**src/rtl/ntt_output_unloader_if.sv**
```systemverilog
// Bundle between the unloader, the coefficient BRAM bank read ports and the
// downstream consumer of packed 192-bit words.
interface ntt_output_unloader_if #(
    parameter int DATA_WIDTH   = 12,
    parameter int ADDR_WIDTH   = 5,
    parameter int NUM_BANKS    = 8,
    parameter int OUTPUT_WIDTH = 192
);
    localparam int BANK_W = $clog2(NUM_BANKS);

    logic                    re;
    logic [BANK_W-1:0]       rd_bank;
    logic [ADDR_WIDTH-1:0]   addr_rd_a;
    logic [ADDR_WIDTH-1:0]   addr_rd_b;
    logic [DATA_WIDTH-1:0]   rdata_a;
    logic [DATA_WIDTH-1:0]   rdata_b;
    logic [OUTPUT_WIDTH-1:0] dout;
    logic                    dout_valid;
    logic                    dout_ready;

    // Unloader side.
    modport master (
        output re, rd_bank, addr_rd_a, addr_rd_b, dout, dout_valid,
        input  rdata_a, rdata_b, dout_ready
    );

    // Banks plus consumer side.
    modport slave (
        input  re, rd_bank, addr_rd_a, addr_rd_b, dout, dout_valid,
        output rdata_a, rdata_b, dout_ready
    );
endinterface

```
**src/rtl/ntt_output_unloader.sv**
```systemverilog
// Reads the 256 coefficients back out of the eight BRAM banks (two per cycle
// through the dual read ports), packs them 16 per 192-bit word with the first
// coefficient in the MSBs, and streams the words out over valid/ready.
//
// state  | meaning
// -------+-----------------------------------------------------------------
// IDLE   | waiting for start; no reads in flight
// ISSUE  | one bank read per cycle, word_cnt/pair_cnt name the next read
// WAIT   | holding at a word boundary until fewer than 2 words are buffered
// FINISH | all 128 reads issued; waiting for the 16th handshake, then done
module ntt_output_unloader #(
    parameter int DATA_WIDTH   = 12,
    parameter int ADDR_WIDTH   = 5,
    parameter int NUM_BANKS    = 8,
    parameter int OUTPUT_WIDTH = 192,
    parameter int READ_LATE    = 2
) (
    input  logic clk_i,
    input  logic rst_i,
    input  logic start,
    output logic busy,
    output logic done,
    ntt_output_unloader_if.master bus
);
    localparam int BANK_W = $clog2(NUM_BANKS);
    localparam int PAIRS  = 8;

    typedef enum logic [1:0] {IDLE, ISSUE, WAIT, FINISH} state_t;

    state_t                  state_q;
    logic [3:0]              word_cnt;
    logic [2:0]              pair_cnt;
    logic [1:0]              occ_q;
    logic [3:0]              hs_cnt;
    logic                    busy_q;
    logic                    done_q;

    logic                    re_q;
    logic [BANK_W-1:0]       rd_bank_q;
    logic [ADDR_WIDTH-1:0]   addr_a_q;
    logic [ADDR_WIDTH-1:0]   addr_b_q;
    logic [2:0]              rd_pair_q;

    logic [READ_LATE-1:0]    pipe_v;
    logic [2:0]              pipe_p [READ_LATE];

    logic [OUTPUT_WIDTH-1:0] asm_q;
    logic [OUTPUT_WIDTH-1:0] asm_next;
    logic                    asm_full_q;
    logic [OUTPUT_WIDTH-1:0] dout_q;
    logic                    dout_valid_q;

    logic                    hs;
    logic [1:0]              occ_eff;
    logic                    start_ok;
    logic                    issue;
    logic [3:0]              issue_word;
    logic [2:0]              issue_pair;
    logic                    new_word;
    logic                    cap_v;
    logic [2:0]              cap_pair;
    logic                    word_done;
    logic                    load_direct;

    assign bus.re         = re_q;
    assign bus.rd_bank    = rd_bank_q;
    assign bus.addr_rd_a  = addr_a_q;
    assign bus.addr_rd_b  = addr_b_q;
    assign bus.dout       = dout_q;
    assign bus.dout_valid = dout_valid_q;
    assign busy           = busy_q;
    assign done           = done_q;

    // Issue decision: a word boundary needs a free storage slot, counting a
    // handshake on this edge as already freeing one.
    always_comb begin
        hs         = dout_valid_q && bus.dout_ready;
        occ_eff    = occ_q - {1'b0, hs};
        start_ok   = (state_q == IDLE) && start && !done_q;
        issue      = 1'b0;
        issue_word = word_cnt;
        issue_pair = pair_cnt;
        if (start_ok) begin
            issue      = 1'b1;
            issue_word = 4'd0;
            issue_pair = 3'd0;
        end else if ((state_q == ISSUE) || (state_q == WAIT)) begin
            issue = (pair_cnt != 3'd0) || (occ_eff < 2'd2);
        end
        new_word = issue && (issue_pair == 3'd0);
    end

    // Return-path capture: place the returning pair into its slot of the word.
    always_comb begin
        cap_v       = pipe_v[READ_LATE-1];
        cap_pair    = pipe_p[READ_LATE-1];
        word_done   = cap_v && (cap_pair == 3'd7);
        load_direct = word_done && (!dout_valid_q || hs);
        asm_next    = asm_q;
        for (int p = 0; p < PAIRS; p++) begin
            if (cap_v && (cap_pair == 3'(p))) begin
                asm_next[OUTPUT_WIDTH-1-2*DATA_WIDTH*p -: DATA_WIDTH]          = bus.rdata_a;
                asm_next[OUTPUT_WIDTH-1-DATA_WIDTH-2*DATA_WIDTH*p -: DATA_WIDTH] = bus.rdata_b;
            end
        end
    end

    // Issue FSM with registered read-port outputs, busy and done.
    always_ff @(posedge clk_i) begin
        if (rst_i) begin
            state_q   <= IDLE;
            word_cnt  <= 4'd0;
            pair_cnt  <= 3'd0;
            hs_cnt    <= 4'd0;
            busy_q    <= 1'b0;
            done_q    <= 1'b0;
            re_q      <= 1'b0;
            rd_bank_q <= '0;
            addr_a_q  <= '0;
            addr_b_q  <= '0;
            rd_pair_q <= 3'd0;
        end else begin
            re_q   <= issue;
            done_q <= 1'b0;
            if (issue) begin
                rd_bank_q <= issue_word[3:1];
                addr_a_q  <= {issue_word[0], issue_pair, 1'b0};
                addr_b_q  <= {issue_word[0], issue_pair, 1'b1};
                rd_pair_q <= issue_pair;
                pair_cnt  <= issue_pair + 3'd1;
                word_cnt  <= (issue_pair == 3'd7) ? issue_word + 4'd1 : issue_word;
            end
            if (hs) begin
                hs_cnt <= hs_cnt + 4'd1;
            end
            case (state_q)
                IDLE: begin
                    if (start_ok) begin
                        state_q <= ISSUE;
                        busy_q  <= 1'b1;
                        hs_cnt  <= 4'd0;
                    end
                end
                ISSUE, WAIT: begin
                    if (issue && (issue_word == 4'd15) && (issue_pair == 3'd7)) begin
                        state_q <= FINISH;
                    end else if (issue) begin
                        state_q <= ISSUE;
                    end else begin
                        state_q <= WAIT;
                    end
                end
                FINISH: begin
                    if (hs && (hs_cnt == 4'd15)) begin
                        state_q <= IDLE;
                        busy_q  <= 1'b0;
                        done_q  <= 1'b1;
                    end
                end
                default: state_q <= IDLE;
            endcase
        end
    end

    // Words issued but not yet handed to the consumer (at most 2).
    always_ff @(posedge clk_i) begin
        if (rst_i) begin
            occ_q <= 2'd0;
        end else begin
            occ_q <= occ_q + {1'b0, new_word} - {1'b0, hs};
        end
    end

    // Read-latency pipeline tagging each read with its pair index.
    always_ff @(posedge clk_i) begin
        if (rst_i) begin
            pipe_v <= '0;
            for (int i = 0; i < READ_LATE; i++) begin
                pipe_p[i] <= 3'd0;
            end
        end else begin
            pipe_v[0] <= re_q;
            pipe_p[0] <= rd_pair_q;
            for (int i = 1; i < READ_LATE; i++) begin
                pipe_v[i] <= pipe_v[i-1];
                pipe_p[i] <= pipe_p[i-1];
            end
        end
    end

    // Assembly register and output register; a completed word skips the
    // assembly stage when dout is free on the same edge.
    always_ff @(posedge clk_i) begin
        if (rst_i) begin
            asm_q        <= '0;
            asm_full_q   <= 1'b0;
            dout_q       <= '0;
            dout_valid_q <= 1'b0;
        end else begin
            if (cap_v) begin
                asm_q <= asm_next;
            end
            if (load_direct) begin
                dout_q       <= asm_next;
                dout_valid_q <= 1'b1;
            end else if (hs && asm_full_q) begin
                dout_q       <= asm_q;
                dout_valid_q <= 1'b1;
                asm_full_q   <= 1'b0;
            end else if (hs) begin
                dout_valid_q <= 1'b0;
            end
            if (word_done && !load_direct) begin
                asm_full_q <= 1'b1;
            end
        end
    end
endmodule

```
**src/flat_wrapper.sv**
```systemverilog
// flat-port wrapper written by rule: the top's interface ports become plain ports
module ntt_output_unloader_flat 
#(
    parameter int DATA_WIDTH   = 12,
    parameter int ADDR_WIDTH   = 5,
    parameter int NUM_BANKS    = 8,
    parameter int OUTPUT_WIDTH = 192,
    parameter int READ_LATE    = 2
)
  (clk_i, rst_i, start, busy, done, bus_re, bus_rd_bank, bus_addr_rd_a, bus_addr_rd_b, bus_dout, bus_dout_valid, bus_rdata_a, bus_rdata_b, bus_dout_ready);
  ntt_output_unloader_if #(.DATA_WIDTH(DATA_WIDTH), .ADDR_WIDTH(ADDR_WIDTH), .NUM_BANKS(NUM_BANKS), .OUTPUT_WIDTH(OUTPUT_WIDTH)) bus_i ();
  input  logic clk_i;
  input  logic rst_i;
  input  logic start;
  output logic busy;
  output logic done;
  output wire logic [$bits(bus_i.re)-1:0] bus_re;
  output wire logic [$bits(bus_i.rd_bank)-1:0] bus_rd_bank;
  output wire logic [$bits(bus_i.addr_rd_a)-1:0] bus_addr_rd_a;
  output wire logic [$bits(bus_i.addr_rd_b)-1:0] bus_addr_rd_b;
  output wire logic [$bits(bus_i.dout)-1:0] bus_dout;
  output wire logic [$bits(bus_i.dout_valid)-1:0] bus_dout_valid;
  input wire logic [$bits(bus_i.rdata_a)-1:0] bus_rdata_a;
  input wire logic [$bits(bus_i.rdata_b)-1:0] bus_rdata_b;
  input wire logic [$bits(bus_i.dout_ready)-1:0] bus_dout_ready;
  assign bus_re = bus_i.re;
  assign bus_rd_bank = bus_i.rd_bank;
  assign bus_addr_rd_a = bus_i.addr_rd_a;
  assign bus_addr_rd_b = bus_i.addr_rd_b;
  assign bus_dout = bus_i.dout;
  assign bus_dout_valid = bus_i.dout_valid;
  assign bus_i.rdata_a = bus_rdata_a;
  assign bus_i.rdata_b = bus_rdata_b;
  assign bus_i.dout_ready = bus_dout_ready;
  ntt_output_unloader #(.DATA_WIDTH(DATA_WIDTH), .ADDR_WIDTH(ADDR_WIDTH), .NUM_BANKS(NUM_BANKS), .OUTPUT_WIDTH(OUTPUT_WIDTH), .READ_LATE(READ_LATE)) u_core (.clk_i(clk_i), .rst_i(rst_i), .start(start), .busy(busy), .done(done), .bus(bus_i));
endmodule
```
**config.mk**
```make
export PLATFORM = sky130hd
export DESIGN_NAME = ntt_output_unloader_flat
export DESIGN_NICKNAME = d
export VERILOG_FILES = /design/src/rtl/ntt_output_unloader_if.sv /design/src/rtl/ntt_output_unloader.sv /design/src/flat_wrapper.sv
export SDC_FILE = /design/constraint.sdc
export NUM_CORES = 1
export LEC_CHECK = 0
export CAP_MARGIN = 15
export CORE_MARGIN = 2
export CORE_UTILIZATION = 49
export CTS_CLUSTER_DIAMETER = 200
export DETAILED_ROUTE_END_ITERATION = 8
export PLACE_DENSITY = 0.76
export REMOVE_ABC_BUFFERS = 1
export SYNTH_ARGS = -nofsm -noshare
export SYNTH_HDL_FRONTEND = slang
export SYNTH_SLANG_ARGS = --single-unit
```
**constraint.sdc**
```tcl
create_clock -name clk_i -period 2.6 [get_ports clk_i]
set_input_delay 0.52 -clock clk_i [delete_from_list [all_inputs] [get_ports clk_i]]
set_output_delay 0.52 -clock clk_i [all_outputs]
set_load 0.005 [all_outputs]
```
==> impl_summary.log <==
INFO  metric power-per-cell-area = 631 nW/µm²
INFO  metric grt_start_max_net_pins = 112
INFO  metric reg_area = 8410 µm²
INFO  metric clock_buffers_created_by_tritoncts = 43
INFO  metric route.detailed.wl_per_inst = 19.4 µm
INFO  metric final_hold_viol_count = 0
INFO  metric route.detailed.drc = 0
INFO  metric drt.antenna.violating_nets = 0
INFO  metric fmax = 447 MHz
INFO  metric postSynthCellCount = 1763
INFO  metric yosys-top-cells-area = sky130_fd_sc_hd__dfxtp_1, sky130_fd_sc_hd__nand2_1, sky130_fd_sc_hd__mux2i_1
INFO  metric grt_pass1_wl = 72100 µm
INFO  metric synth_flop_cell = sky130_fd_sc_hd__dfxtp_1
INFO  metric multiInputGateArea = 7260 µm²
INFO  metric fin_tns_setup = 0 ns
INFO  metric die-width = 190 µm
INFO  metric placement_rows = 68
INFO  metric hold_slack = 0.402 ns
INFO  metric synthesis.area_per_instance = 9.62 µm²
INFO  metric setup_viol = 0
INFO  metric endpoint_kind = flip-flop
INFO  metric hold-path-cell-count = 2
INFO  metric synth-edff-count = 0
INFO  metric postCtsResizedCells = 0
INFO  metric antenna_found_initial = 0
INFO  metric synth.largest_area_cell = sky130_fd_sc_hd__dfxtp_1
INFO  metric num_clock_sinks = 420
INFO  metric worstSetupPathType = reg2reg
INFO  metric area_share_of_the_largest_cell_type_after_synthesis = 0.496
INFO  metric yosys_warnings = 0
INFO  metric worstPathRequired = 3.02 ns
INFO  metric status = finished, final reports clean
INFO  metric routabilityCongestion = 0.825
INFO  metric final_period_minus_worst_setup_slack = 2.23 ns
INFO  metric 1st_pass_router_iterations = 5
INFO  metric final_critical_path_setup_slack = 0.365 ns
INFO  metric max-vdd-ir-drop = 490 µV
INFO  metric overflow = 0
INFO  metric post_cts_buffers = 0
INFO  metric numPortBuffers = 235
INFO  metric start_util = 0.494
INFO  metric startpoint = u_core.state_q[0]
INFO  metric worst_slew_margin_rel = 0.500
INFO  metric synthMostInstantiatedCell = sky130_fd_sc_hd__nand2_1
INFO  metric worst_clock_skew = 0.0133 ns
INFO  metric critPathArrivalTime = 2.65 ns
INFO  metric design.final.nets = 1970
INFO  metric detail_route.wirelength = 46900 µm
INFO  metric synth.yosys.seq_area_share = 0.496
INFO  metric cts.htree.levels = 2
INFO  metric ctsRootBufferMaster = sky130_fd_sc_hd__clkbuf_16
INFO  metric syn_area = 17000 µm²
INFO  metric flow.area_growth_from_synthesis = 22.0%
INFO  metric postSynth.asyncResetShare = 0
INFO  metric slew_viol_final = 0
INFO  metric yosys_register_bits = 420
INFO  metric rsz0062_at_grt = false
INFO  metric max-clock-path-buffers = 3
INFO  metric cts_tree = built
INFO  metric floorplan.die_area = 36100 µm²
INFO  metric ratio_of_cells_with_drive_above_1_in_the_final_layout = 0.0929
INFO  metric worst_setup_path_start_kind = flip-flop
INFO  metric hold_class = in2reg
INFO  metric ys_top_cells_by_count = sky130_fd_sc_hd__nand2_1, sky130_fd_sc_hd__dfxtp_1, sky130_fd_sc_hd__a21oi_1
INFO  metric skew_pair_late_insertion_delay = 0.53 ns
INFO  metric detailroute.via_count = 13356
INFO  metric leakage = 7.02 nW
INFO  metric r2r-start = u_core.state_q[0]
INFO  metric ctsHoldBuffers = 0
INFO  metric dp_worst_setup_slack = -0.0692 ns
INFO  metric diodes = 0
INFO  metric count_of_unique_library_cells_instantiated_by_yosys = 56
INFO  metric max-cap-violations = 0
INFO  metric drt_iter0_drc = 990
INFO  metric grtUsageTotal = 0.254
INFO  metric hold_path_startpoint = rst_i
INFO  metric core-area = 34300 µm²
INFO  metric total_power = 13.1 mW
INFO  metric timing_worst_slew_pin_value = 0.747 ns
INFO  metric height_of_the_chip = 190 µm
INFO  metric fillers = 2879
INFO  metric critPathMaxFanout = 8
INFO  metric boundaryPins = 237
INFO  metric detailed_place_hpwl = 28700 µm
INFO  metric timing.reg2reg.worst_path_depth = 9
INFO  metric timing.final.crit_share = 0.860
INFO  metric first_global_vias = 13041
INFO  metric worst_setup_hold_path_clk_slew = 0.06 ns
INFO  metric post_drt_via_cell_ratio = 5.53
where the power goes:
group | internal (mW) | switching (mW) | leakage, nW | total (mW)
Clock | 3.51 | 2.43 | 0.668 | 5.94
Sequential | 6.48 | 0.0359 | 3.38 | 6.52
Combinational | 0.201 | 0.392 | 2.97 | 0.593
Total | 10.2 | 2.86 | 7.02 | 13.1
sequential cells by signal, indices dropped and copies added, names as in the netlist, 2 cells and up:
signal and flops:
u_core.asm_q 192, u_core.bus.dout 192, u_core.pipe_p 6, u_core.hs_cnt 4
u_core.word_cnt 4, u_core.bus.rd_bank 3, u_core.pair_cnt 3, u_core.bus.addr_rd_b 2
u_core.occ_q 2, u_core.pipe_v 2, u_core.rd_pair_q 2, u_core.state_q 2
worst max-delay path, cell delays in order (launching register included):
cell	delay, ns
sky130_fd_sc_hd__dfxtp_1	0.36
sky130_fd_sc_hd__inv_1	0.07
sky130_fd_sc_hd__ha_1	0.26
sky130_fd_sc_hd__nand3b_1	0.17
sky130_fd_sc_hd__and2_1	0.17
sky130_fd_sc_hd__ha_1	0.15
sky130_fd_sc_hd__ha_1	0.30
sky130_fd_sc_hd__nand3_1	0.11
sky130_fd_sc_hd__nor3_1	0.17
sky130_fd_sc_hd__mux2_2	0.36
through the flow:
stage | cell area, µm² | instances | utilization
after floorplan | 15700 | 1586 | -
after global placement | 19300 | 2341 | 0.563
after detailed placement | 19300 | 2341 | 0.563
after CTS | 20700 | 2415 | 0.603
after global routing | 20700 | 2415 | 0.603
final | 20700 | 2415 | 0.603
cell families after synthesis:
group	count (synthesis)	synth area share
other	1	0.000221
muxes	170	0.100
DFF	420	0.496
xor gates and xnor gates	7	0.00362
buffers and inverters	188	0.0781
and+or+nand+nor	544	0.134
adders and majority gates	11	0.00812
AOI/OAI and AO/OA	422	0.179
routing by layer:
metal	GRT usage	up-vias	share of wire
met5	0	-	0
met4	0.121	0	0.047
met3	0.0341	117	0.063
met2	0.407	465	0.46
met1	0.340	6358	0.43
li1	-	6416	-
cell usage in the layout (no fill, tap or decap), types with 9 or more instances in the layout:
cell type                         netlist  layout
sky130_fd_sc_hd__clkbuf_16              0      45
sky130_fd_sc_hd__buf_4                 23      50
sky130_fd_sc_hd__o2bb2ai_1            168     168
sky130_fd_sc_hd__ha_1                  11      11
sky130_fd_sc_hd__nor2b_1               10      10
sky130_fd_sc_hd__a21oi_2               40      40
sky130_fd_sc_hd__inv_1                 11      11
sky130_fd_sc_hd__nand2_1              454     454
sky130_fd_sc_hd__mux2i_1              169     169
sky130_fd_sc_hd__nand3_1                9       9
sky130_fd_sc_hd__buf_12                 5      15
sky130_fd_sc_hd__clkbuf_8              22       9
sky130_fd_sc_hd__a21oi_1              170     170
sky130_fd_sc_hd__nor2_1                34      34
sky130_fd_sc_hd__clkdlybuf4s50_1        0     234
sky130_fd_sc_hd__clkbuf_1              39      13
sky130_fd_sc_hd__a311oi_1              24      24
sky130_fd_sc_hd__dfxtp_1              420     420
path summary, 6_finish.rpt:
| kind | endpoint | slack [ns] |
|---|---|---|
| worst min register to register | u_core.pipe_p[0][4] | 0.44 |
| worst min-delay path | u_core.state_q[0] | 0.40 |
| worst max-delay path | u_core.word_cnt[3] | 0.37 |
| worst max register to register | u_core.word_cnt[3] | 0.37 |
final cells by class:
type / count / area share
Tap cell: 455 / 0.0275
Timing Repair Buffer: 300 / 0.147
Clock inverter: 7 / 0.00303
Sequential cell: 420 / 0.407
Clock buffer: 67 / 0.0628
Multi-Input combinational cell: 1155 / 0.351
Inverter: 11 / 0.00200
Note: power is estimated with default switching activity, not from simulation.
